<file path="src/rtl/frq_sel_scheduler.sv">
// Owns the divider frequency-select code: host one-shot requests and automatic
// sweeps share one pending slot that is committed only on a divider period tick.
module frq_sel_scheduler #(
    parameter int SEL_W   = 5,
    parameter int DWELL_W = 16
) (
    input  logic               clk,
    input  logic               reset,
    input  logic               host_valid,
    input  logic [SEL_W-1:0]   host_sel,
    output logic               host_ready,
    input  logic               sweep_en,
    input  logic [SEL_W-1:0]   sweep_start,
    input  logic [SEL_W-1:0]   sweep_end,
    input  logic [DWELL_W-1:0] dwell,
    input  logic               div_tick,
    output logic [SEL_W-1:0]   f_select,
    output logic               applied,
    output logic               busy,
    output logic               sweep_done
);

    typedef enum logic {IDLE, PEND} state_t;
    typedef enum logic {SRC_HOST, SRC_SWEEP} src_t;

    state_t             state, state_nxt;
    src_t               pend_src, pend_src_nxt;
    logic [SEL_W-1:0]   pend_sel, pend_sel_nxt;

    logic               en_d, en_rise, en_fall;
    logic               sweep_active, sweep_req, sweep_up;
    logic [SEL_W-1:0]   sweep_cur, sweep_last;
    logic [DWELL_W-1:0] dwell_ld, dwell_cnt;

    logic               host_acc, sweep_take, do_apply, do_abort;

    always_comb begin
        en_rise    = sweep_en & ~en_d;
        en_fall    = ~sweep_en & en_d;
        host_acc   = (state == IDLE) && host_valid && host_ready;
        // A sweep request is taken the same cycle the enable rises.
        sweep_take = (state == IDLE) && !host_acc && !en_fall &&
                     (en_rise || (sweep_req && sweep_active));
        do_abort   = (state == PEND) && (pend_src == SRC_SWEEP) && en_fall;
        do_apply   = (state == PEND) && div_tick && !do_abort;
    end

    always_comb begin
        state_nxt    = state;
        pend_sel_nxt = pend_sel;
        pend_src_nxt = pend_src;
        case (state)
            IDLE: begin
                if (host_acc) begin
                    state_nxt    = PEND;
                    pend_sel_nxt = host_sel;
                    pend_src_nxt = SRC_HOST;
                end else if (sweep_take) begin
                    state_nxt    = PEND;
                    pend_sel_nxt = en_rise ? sweep_start : sweep_cur;
                    pend_src_nxt = SRC_SWEEP;
                end
            end
            PEND: begin
                if (do_abort || do_apply)
                    state_nxt = IDLE;
            end
            default: state_nxt = IDLE;
        endcase
    end

    always_ff @(posedge clk or posedge reset) begin
        if (reset) begin
            state    <= IDLE;
            pend_sel <= '0;
            pend_src <= SRC_HOST;
        end else begin
            state    <= state_nxt;
            pend_sel <= pend_sel_nxt;
            pend_src <= pend_src_nxt;
        end
    end

    always_ff @(posedge clk or posedge reset) begin
        if (reset) begin
            f_select   <= '0;
            applied    <= 1'b0;
            host_ready <= 1'b0;
        end else begin
            applied    <= do_apply;
            host_ready <= (state_nxt == IDLE);
            if (do_apply)
                f_select <= pend_sel;
        end
    end

    // Sweep engine; dwell_cnt != 0 marks "dwelling on an applied sweep code".
    always_ff @(posedge clk or posedge reset) begin
        if (reset) begin
            en_d         <= 1'b0;
            sweep_active <= 1'b0;
            sweep_req    <= 1'b0;
            sweep_up     <= 1'b0;
            sweep_cur    <= '0;
            sweep_last   <= '0;
            dwell_ld     <= '0;
            dwell_cnt    <= '0;
            sweep_done   <= 1'b0;
        end else begin
            en_d       <= sweep_en;
            sweep_done <= 1'b0;
            if (host_acc) begin
                sweep_active <= 1'b0;
                sweep_req    <= 1'b0;
                dwell_cnt    <= '0;
            end else if (en_rise) begin
                sweep_active <= 1'b1;
                sweep_cur    <= sweep_start;
                sweep_last   <= sweep_end;
                sweep_up     <= (sweep_end > sweep_start);
                dwell_ld     <= (dwell == '0) ? DWELL_W'(1) : dwell;
                dwell_cnt    <= '0;
                sweep_req    <= !sweep_take;
            end else if (en_fall) begin
                sweep_active <= 1'b0;
                sweep_req    <= 1'b0;
                dwell_cnt    <= '0;
            end else begin
                if (sweep_take)
                    sweep_req <= 1'b0;
                if (do_apply && pend_src == SRC_SWEEP && sweep_active) begin
                    dwell_cnt <= dwell_ld;
                end else if (div_tick && dwell_cnt != '0) begin
                    dwell_cnt <= dwell_cnt - DWELL_W'(1);
                    if (dwell_cnt == DWELL_W'(1)) begin
                        if (sweep_cur == sweep_last) begin
                            sweep_done   <= sweep_active;
                            sweep_active <= 1'b0;
                        end else begin
                            sweep_cur <= sweep_up ? sweep_cur + SEL_W'(1)
                                                  : sweep_cur - SEL_W'(1);
                            sweep_req <= 1'b1;
                        end
                    end
                end
            end
        end
    end

    assign busy = (state != IDLE) || sweep_active;

endmodule

</file>
<file path="config.mk">
export PLATFORM = sky130hd
export DESIGN_NAME = frq_sel_scheduler
export DESIGN_NICKNAME = d
export VERILOG_FILES = /design/src/rtl/frq_sel_scheduler.sv
export SDC_FILE = /design/constraint.sdc
export NUM_CORES = 1
export LEC_CHECK = 0
export ABC_CLOCK_PERIOD_IN_PS = 2400
export CORE_MARGIN = 2
export CORE_UTILIZATION = 55
export DETAILED_ROUTE_END_ITERATION = 6
export GPL_TIMING_DRIVEN = 0
export PLACE_DENSITY = 0.79
export SETUP_SLACK_MARGIN = 0.02
export SLEW_MARGIN = 40
export SYNTH_ARGS = -nofsm -noshare
export SYNTH_HDL_FRONTEND = slang
export SYNTH_SLANG_ARGS = --single-unit
export TNS_END_PERCENT = 1
</file>
<file path="constraint.sdc">
create_clock -name clk -period 2.4 [get_ports clk]
set_clock_uncertainty 0.1 [all_clocks]
set_input_delay 0.48 -clock clk [delete_from_list [all_inputs] [get_ports clk]]
set_output_delay 0.48 -clock clk [all_outputs]
set_load 0.01 [all_outputs]
</file>
Yosys cells after proc, flatten, opt, wreduce, memory -nomap -nowiden

Index checks and enable logic that the tools add are counted.

Bits of input ports: 36
Output and inout bits: 9
Bits in registers: 61

Eq/ne operators: 6
Muxes and demuxes: 44
Order comparisons: 1
Add/subtract/negate cells: 3
Bitwise operators: 7
Reductions and logical operators: 33

Operators by type and width:

| cell                                                 | count |
|---|---|
| 2-to-1 mux 16 bit                                    | 6 |
| 2-to-1 mux 5 bit                                     | 10 |
| 2-to-1 mux 1 bit                                     | 27 |
| equality test 16 x 1 -> 1 bit, second input constant | 1 |
| logical NOT 16 bit                                   | 1 |
| nonzero test 16 bit                                  | 1 |
| subtractor 16 x 1 -> 16 bit, second input constant   | 1 |
| logical AND 1 bit                                    | 13 |
| nonzero test 4 bit                                   | 3 |
| != test 2 bit, second input constant                 | 3 |
| AND reduction 6 bit                                  | 1 |
| nonzero test 2 bit                                   | 3 |
| adder 5 x 1 -> 5 bit, second input constant          | 1 |
| equality test 5 bit                                  | 1 |
| > comparator 5 bit                                   | 1 |
| NOT 1 bit                                            | 5 |
| nonzero test 5 bit                                   | 1 |
| subtractor 5 x 1 -> 5 bit, second input constant     | 1 |
| logical NOT 1 bit                                    | 4 |
| != test 4 bit, second input constant                 | 1 |
| AND reduction 2 bit                                  | 2 |
| AND reduction 4 bit                                  | 1 |
| logical OR 1 bit                                     | 3 |
| AND 1 bit                                            | 2 |
| case mux 1 bit (2 select lines)                      | 1 |

Longest topological paths before layout

Gate-level depths: netlist (run 1).

Word-level depth: 15
Depth in mapped cells: 9

Worst setup path before layout (run 1)

OpenSTA, ideal clock, no wires.

Path type: input -> register
From: in sweep_en
To: reg dwell_cnt[5]
Required time: 2.176 ns
Setup time: 0.124 ns
Data arrival time: 1.930 ns
Cell stages on the path: 8
Slack: 0.246 ns
Path buffers: 1
Cells stage by stage: inv_1 > ha_1 > nand4b_1 > nor2_1 > clkbuf_1 > nor2_1 > a22oi_1 > o2bb2ai_1

Longest elaborated chain between the ends: 11
Elaborated cells on any way between the ends: 13
Those cells by class: 4 x mux; 3 x bitwise; 6 x reduce/logical

RTL lines:

| element                        | line | text |
|---|---|---|
| from (decl)                    | 12   | `input logic sweep_en,` |
| NOT 1 bit                      | 39   | `en_fall = ~sweep_en & en_d;` |
| AND 1 bit                      | 39   |  |
| logical AND 1 bit              | 44   | `do_abort = (state == PEND) && (pend_src == SRC_SWEEP) && en_fall;` |
| logical NOT 1 bit              | 45   | `do_apply = (state == PEND) && div_tick && !do_abort;` |
| logical AND 1 bit              | 45   |  |
| logical AND 1 bit (2 in a row) | 131  | `if (do_apply && pend_src == SRC_SWEEP && sweep_active) begin` |
| 2-to-1 mux 16 bit              | 131  |  |
| 2-to-1 mux 16 bit              | 124  | `end else if (en_fall) begin` |
| 2-to-1 mux 16 bit              | 116  | `end else if (en_rise) begin` |
| 2-to-1 mux 16 bit              | 112  | `if (host_acc) begin` |
| to (signal assigned)           | 132  | `dwell_cnt <= dwell_ld;` |
| to (signal assigned)           | 134  | `dwell_cnt <= dwell_cnt - DWELL_W'(1);` |
| to (decl)                      | 33   | `logic [DWELL_W-1:0] dwell_ld, dwell_cnt;` |

Parallel ways exist; a longest one is shown, timed or not.
A chain may end at the register's enable or synchronous reset.

Worst setup path in the final report (run 1)

From: in host_valid
To: reg dwell_ld[2]

Longest elaborated chain between the ends: 4

RTL lines:

| element                        | line | text |
|---|---|---|
| from (decl)                    | 9    | `input logic host_valid,` |
| logical AND 1 bit (2 in a row) | 40   | `host_acc = (state == IDLE) && host_valid && host_ready;` |
| NOT 1 bit (no line)            | -    |  |
| AND reduction 2 bit (no line)  | -    |  |
| to (signal assigned)           | 121  | `dwell_ld <= (dwell == '0) ? DWELL_W'(1) : dwell;` |
| to (decl)                      | 33   |  |

No other way between the ends.

==> results of run 1 <==
[power by group]
group / internal, mW / switching (mW)
combinational: 1.21 / 1.28
sequential: 1.43 / 0.391
clock: 0.511 / 0.379
total: 3.15 / 2.05
[sequential cells by signal (all words and copies together) (netlist names)]
signal / cells
sweep_last: 5
pend_sel: 5
dwell_ld: 16
en_d: 1
host_ready: 1
sweep_cur: 5
f_select: 5
applied: 1
sweep_req: 1
dwell_cnt: 16
state: 1
pend_src: 1
sweep_up: 1
sweep_done: 1
sweep_active: 1
[final cells by class]
type	count	area, um^2
fillers	481	1903
multi-input cells	250	1897
clock buffers	15	196.4
inverters	17	66.31
repair buffers	49	493.0
plain buffers	11	62.56
flip-flops and latches	61	1526
well taps	77	96.34
[layer usage]
metal  wire length (um)  up-vias
met5                  0        -
met4                215        0
met3                540       24
met2               3596      123
met1               3609     1415
li1                   -     1372
[synth_stat cells, drive strengths merged (3+ instances only)]
cell / number
nor2: 18
o22ai: 6
mux2: 29
xor2: 8
and3b: 3
a21oi: 15
a21o: 8
a22oi: 5
buf: 5
nor4: 9
xnor2: 3
a2111oi: 3
clkbuf: 7
o31ai: 3
dfrtp: 61
or4: 4
o21ai: 22
and3: 4
inv: 17
a221o: 5
nand3: 8
nand3b: 3
ha: 13
nor3: 9
nor2b: 3
nand2: 38
[per-stage QoR]
stage | instance area, um^2 | instances | utilization, %
after floorplan | 3488 | 340 | -
after global placement | 4025 | 461 | 64.49
after detailed placement | 4048 | 462 | 64.86
after CTS | 4303 | 478 | 68.95
after global routing | 4338 | 480 | 69.51
final | 4338 | 480 | 69.51
[how the worst min path moves through the flow]
stage,cells after the start,start,slack (ns),end
floorplan,2,dwell_ld[0],0.35,dwell_ld[0]
global placement,2,dwell_ld[0],0.37,dwell_ld[0]
detailed placement,2,dwell_ld[0],0.38,dwell_ld[0]
CTS,2,reset,0.39,sweep_up
global route,1,sweep_en,0.23,en_d
finish,1,sweep_en,0.23,en_d
[timing repair]
| action | in CTS | in global routing |
|---|---|---|
| pin swaps | 1 | 2 |
| setup buffers | 1 | 3 |
| setup endpoints to repair | 21 | 24 |
| resized for setup | 13 | 4 |
| hold buffers | 0 | 0 |
[kinds of logic after synthesis]
kind of cell / Yosys count / synth area share [%]
simple gates: 111 / 17.50
compound gates: 83 / 17.25
flops: 61 / 43.76
mux: 31 / 9.935
buf+inv: 29 / 3.551
fa+ha+maj: 14 / 5.237
xor+xnor: 11 / 2.762
[critical path: cells and delay by family]
| kind | cells | cell delay (ns) |
|---|---|---|
| buffers and inverters | 2 | 0.90 |
| AND/OR/NAND/NOR | 2 | 0.67 |
| multiplexers | 1 | 0.39 |
==> impl_metrics.csv, run 1 <==
group,metric,value,unit
run_status,outcome,"finished clean",
logic_synthesis,synth_top_cell_by_area,"dfrtp_1",
sta,timing_hold_violations_final,0,
logic_synthesis,synthArstFlopShare,100.0,%
logic_synthesis,syn-mean-instance-area,10.26,um^2
grt,grt.overflow.total,0,
clock_tree,clkTransAtPathRegs,0.06,ns
sta,slew_violations,0,
worst_setup_path,path_class,"primary input to flip-flop",
worst_setup_path,slowest_stage,"clkdlybuf4s50_1",
logic_synthesis,syn_area,3488,um^2
logic_synthesis,synth_edf_count,0,
worst_setup_path,crit_path_max_fanout,10,
grt,gr-max-usage-layer,"met2",
power_and_ir_drop,power,5.196,mW
logic_synthesis,yosysWarnings,0,
layout,area_growth_syn_to_layout,24.35,%
die,fp.dieH,83.64,um
flow_run,maxCapViolations,0,
grt,grtUsageMet3,6.034,%
power_and_ir_drop,leakage,1.883,nW
logic_synthesis,synth_seq_area_share,43.76,%
sta,worst_slew_pin_slew,0.5577,ns
layout,layout_commonest_cell,"dfrtp_1",
grt,grt_pass1_wl,13490,um
worst_setup_path,crit_chain,"clkdlybuf4s50_1 > nand3b_1 > nand2_1 > clkbuf_1 > mux2_2",
min_path,hold_class,"primary input to flip-flop",
place,portBuffers,44,
worst_setup_path,endpoint,"dwell_ld[2]",
layout,final_cell_mix,"dfrtp_1, clkdlybuf4s50_1, nand2_1",
clock_tree,numCtsBuffers,9,
clock_tree,htree_levels,3,
die,rows,29,
worst_setup_path,max_stage_delay,0.47,ns
logic_synthesis,synth_cell_types,56,
die,die_area,6996,um^2
place,place_ws,-0.6861,ns
die,initial_core_util,55.89,%
logic_synthesis,synth_top_area_share,43.76,%
worst_setup_path,r2r.worst_path.cells,4,
worst_setup_path,worst_setup_path_end_kind,"flip-flop",
worst_setup_path,cp-start-kind,"primary input",
detailed_routing,vias,2934,
layout,num-nets-final,449,
place,place.detailed.hpwl,5756,um
logic_synthesis,netlist_top_cells_area,"dfrtp_1, mux2_2, ha_1, nand2_1, o21ai_0",
sta,setup_violations,0,
grt,antenna_found_initial,0,
logic_synthesis,syn-num-nets,390,
detailed_routing,dr.pass1.iters,5,
worst_setup_path,r2r_start,"state",
grt,grt.met1_usage,34.33,%
worst_setup_path,crit_path_start,"host_valid",
sta,setup_slack,0.07967,ns
sta,max-slew-margin-rel,62.47,%
place,gp_congestion,0.8604,
logic_synthesis,yosys_register_bits,61,
logic_synthesis,syn_inst,340,
clock_tree,clock_latency,0.34,ns
logic_synthesis,synthFlopType,"dfrtp_1",
detailed_routing,drc,0,
detailed_routing,routed_wl,7961,um
sta,final.hold.worst_slack,0.2262,ns
detailed_routing,avgRoutedWirePerCell,16.59,um
worst_setup_path,arrival,2.45,ns
die,core,6241,um^2
worst_setup_path,reg2reg_to,"dwell_ld[2]",
layout,drive_above_1_share,19.60,%
clock_tree,root_buffer,"clkbuf_8",
worst_setup_path,ff2ff_setup_slack,0.09,ns
detailed_routing,first_iter_violations,341,
detailed_routing,via_per_inst,6.113,
worst_setup_path,critPathRequiredTime,2.53,ns
sta,fin_crit,2.320,ns
grt,track_usage,24.10,%
layout,antennaDiodeCount,0,
sta,fmax,431.0,MHz
power_and_ir_drop,power_density,1198,nW/um^2
sta,grt_setup_unrepaired,"true",
die,die_w,83.64,um
detailed_routing,detail-route-antenna-nets,0,
grt,grt.met2_usage,34.98,%
sta,fin_crit_sh,96.68,%
clock_tree,clock_path_buffers,2,
clock_tree,cts_tree,"yes",
sta,tns,0,ns
clock_tree,cts.sinks,61,
power_and_ir_drop,ir_drop,0.0006876,V
grt,grt_pass1_vias,2868,
die,io_pins,45,
grt,grt_max_degree,33,
Power figures use the tool's default switching activity.
==> inputs of run 2 (changes only) <==
Settings changed: CORE_UTILIZATION 55 to 43, PLACE_DENSITY 0.79 to unset.
==> run 2 against run 1 <==
Against the previous run: combinational power barely moved; routed wire length rose by 3.0%; global-route usage fell by 4.2 points; via count fell by 4.3%; fmax fell by 1.4%; final cell count rose by 5.4%; worst setup slack got worse by 0.032 ns; power rose by 3.4%; clock power rose by 18%; die area rose by 26%; utilization fell by 13 points.
==> impl_metrics.csv, run 2 (same netlist as run 1, synthesis figures left out) <==
group,metric,value,unit
clock_tree,clkTransAtPathRegs,0.07,ns
power_and_ir_drop,switching_share,38.84,%
layout,num-nets-final,449,
worst_setup_path,worst_setup_path_end_kind,"flip-flop",
run_status,outcome,"finished clean",
clock_tree,numCtsBuffers,9,
place,portBuffers,44,
min_path,hold_class,"primary input to async pin",
clock_tree,hold_buffers,0,
die,fp.dieH,94.07,um
sta,setup_slack,0.04774,ns
layout,drive_above_1_share,20.79,%
worst_setup_path,path_class,"primary input to flip-flop",
sta,slew_violations,0,
power_and_ir_drop,leakage,1.898,nW
power_and_ir_drop,p_clk_share,19.5,%
sta,fmax,425.1,MHz
clock_tree,cts.sinks,61,
die,core,7807,um^2
layout,antennaDiodeCount,0,
place,place.detailed.hpwl,6017,um
sta,grt_setup_unrepaired,"true",
detailed_routing,routed_wl,8203,um
grt,grt_pass1_vias,2727,
worst_setup_path,crit_path_max_fanout,5,
clock_tree,clock_path_buffers,2,
worst_setup_path,arrival,2.48,ns
place,gp_congestion,0.8782,
layout,area_growth_syn_to_layout,26.94,%
power_and_ir_drop,p_comb_share,46.7,%
detailed_routing,avgRoutedWirePerCell,16.21,um
die,die_area,8849,um^2
power_and_ir_drop,intPower,3.285,mW
power_and_ir_drop,power_density,1213,nW/um^2
place,place_ws,-0.7170,ns
die,die_w,94.07,um
detailed_routing,via_per_inst,5.551,
sta,max-slew-margin-rel,61.72,%
power_and_ir_drop,power.switching,2.086,mW
layout,reg.largest.list,"dwell_cnt (16), dwell_ld (16)",
clock_tree,cts_tree,"yes",
die,initial_core_util,44.68,%
die,io_pins,45,
detailed_routing,first_iter_violations,163,
sta,timing_hold_violations_final,0,
sta,fin_crit,2.352,ns
worst_setup_path,critPathRequiredTime,2.53,ns
sta,fin_crit_sh,98.01,%
grt,grt_max_degree,38,
grt,track_usage,19.87,%
power_and_ir_drop,ir_drop,0.0004889,V
detailed_routing,vias,2809,
die,rows,32,
power_and_ir_drop,p_seq_share,33.8,%
grt,grt.overflow.total,0,
clock_tree,htree_levels,3,
sta,worst_slew_pin_slew,0.5689,ns
layout,final_cell_mix,"dfrtp_1, clkdlybuf4s50_1, nand2_1",
clock_tree,root_buffer,"clkbuf_8",
clock_tree,clock_latency,0.34,ns
detailed_routing,drc,0,
layout,layout_commonest_cell,"dfrtp_1",
worst_setup_path,cp-start-kind,"primary input",
detailed_routing,detail-route-antenna-nets,0,
grt,antenna_found_initial,0,
detailed_routing,dr.pass1.iters,4,
sta,setup_violations,0,
sta,tns,0,ns
grt,grt_pass1_wl,13520,um
flow_run,maxCapViolations,0,
## run 2: cell types whose count changed in the layout (fill, tap and decap cells not counted), sizes merged
cell / delta
bufinv: +2
clkbuf: -3
clkdlybuf4s50: +1
clkinv: +2
dlymetal6s2s: -1
## run 2: path summary, 6_finish.rpt
path                            depth (start not counted)           end  slack (ns)         from
worst max-delay path                                    9  dwell_cnt[9]        0.05     sweep_en
worst min-delay path                                    2   dwell_ld[1]        0.35        reset
worst max register to register                          4  dwell_ld[10]        0.18        state
worst min register to register                          2   dwell_ld[0]        0.39  dwell_ld[0]
max in group asynchronous                               3  dwell_cnt[0]        1.34        reset
min in group clk                                        2   dwell_ld[0]        0.39  dwell_ld[0]
## run 2: area by class of cell
type / count / area, um^2
flip-flops and latches: 61 / 1528
fillers: 711 / 3379
repair buffers: 49 / 490.5
well taps: 102 / 127.6
multi-input cells: 250 / 1927
clock buffers: 12 / 155.1
clock inverters: 4 / 70.07
inverters: 17 / 66.31
plain buffers: 11 / 63.81
## run 2: power by group through the flow
| stage | registers [mW] | clock network [mW] | logic [mW] |
|---|---|---|---|
| 3_5_place_dp | 1.83 | 0 | 2.37 |
| 5_1_grt | 1.88 | 1.13 | 2.77 |
| 4_1_cts | 1.81 | 1.07 | 2.49 |
| 3_3_place_gp | 1.81 | 0 | 2.31 |
| 6_report | 1.82 | 1.05 | 2.51 |
| 2_1_floorplan | 1.75 | 0 | 1.77 |
## run 2: stage by stage
stage	util, %	instances	power (mW)	hold slack, ns	area [um^2]
finish	56.71	506	5.371	0.3534	4428
global route	56.71	506	5.779	0.3702	4428
CTS	56.46	507	5.374	0.3506	4408
detailed placement	52.24	487	4.198	0.3792	4079
global placement	51.96	486	4.123	0.3741	4056
floorplan	-	340	3.520	0.3502	3488
## run 2: layer usage
layer	wire (um)	global-route usage, %	vias up
met5	0	0	-
met4	82	5.072	0
met3	367	4.976	6
met2	3697	29.88	59
met1	4055	28.68	1363
li1	-	-	1381
## run 2: what timing repair did
action,in CTS,in global routing
gates resized for setup,19,7
buffers inserted,4,0
pin swaps,3,1
setup endpoints to repair,23,20
## run 2: critical path, stage by stage
cell and delay, ns:
clkdlybuf4s50_1 0.50, inv_1 0.08, ha_4 0.29, and3b_1 0.20, nand3_2 0.14, o21ai_4 0.26
buf_4 0.15, o22ai_1 0.07, a221o_1 0.31
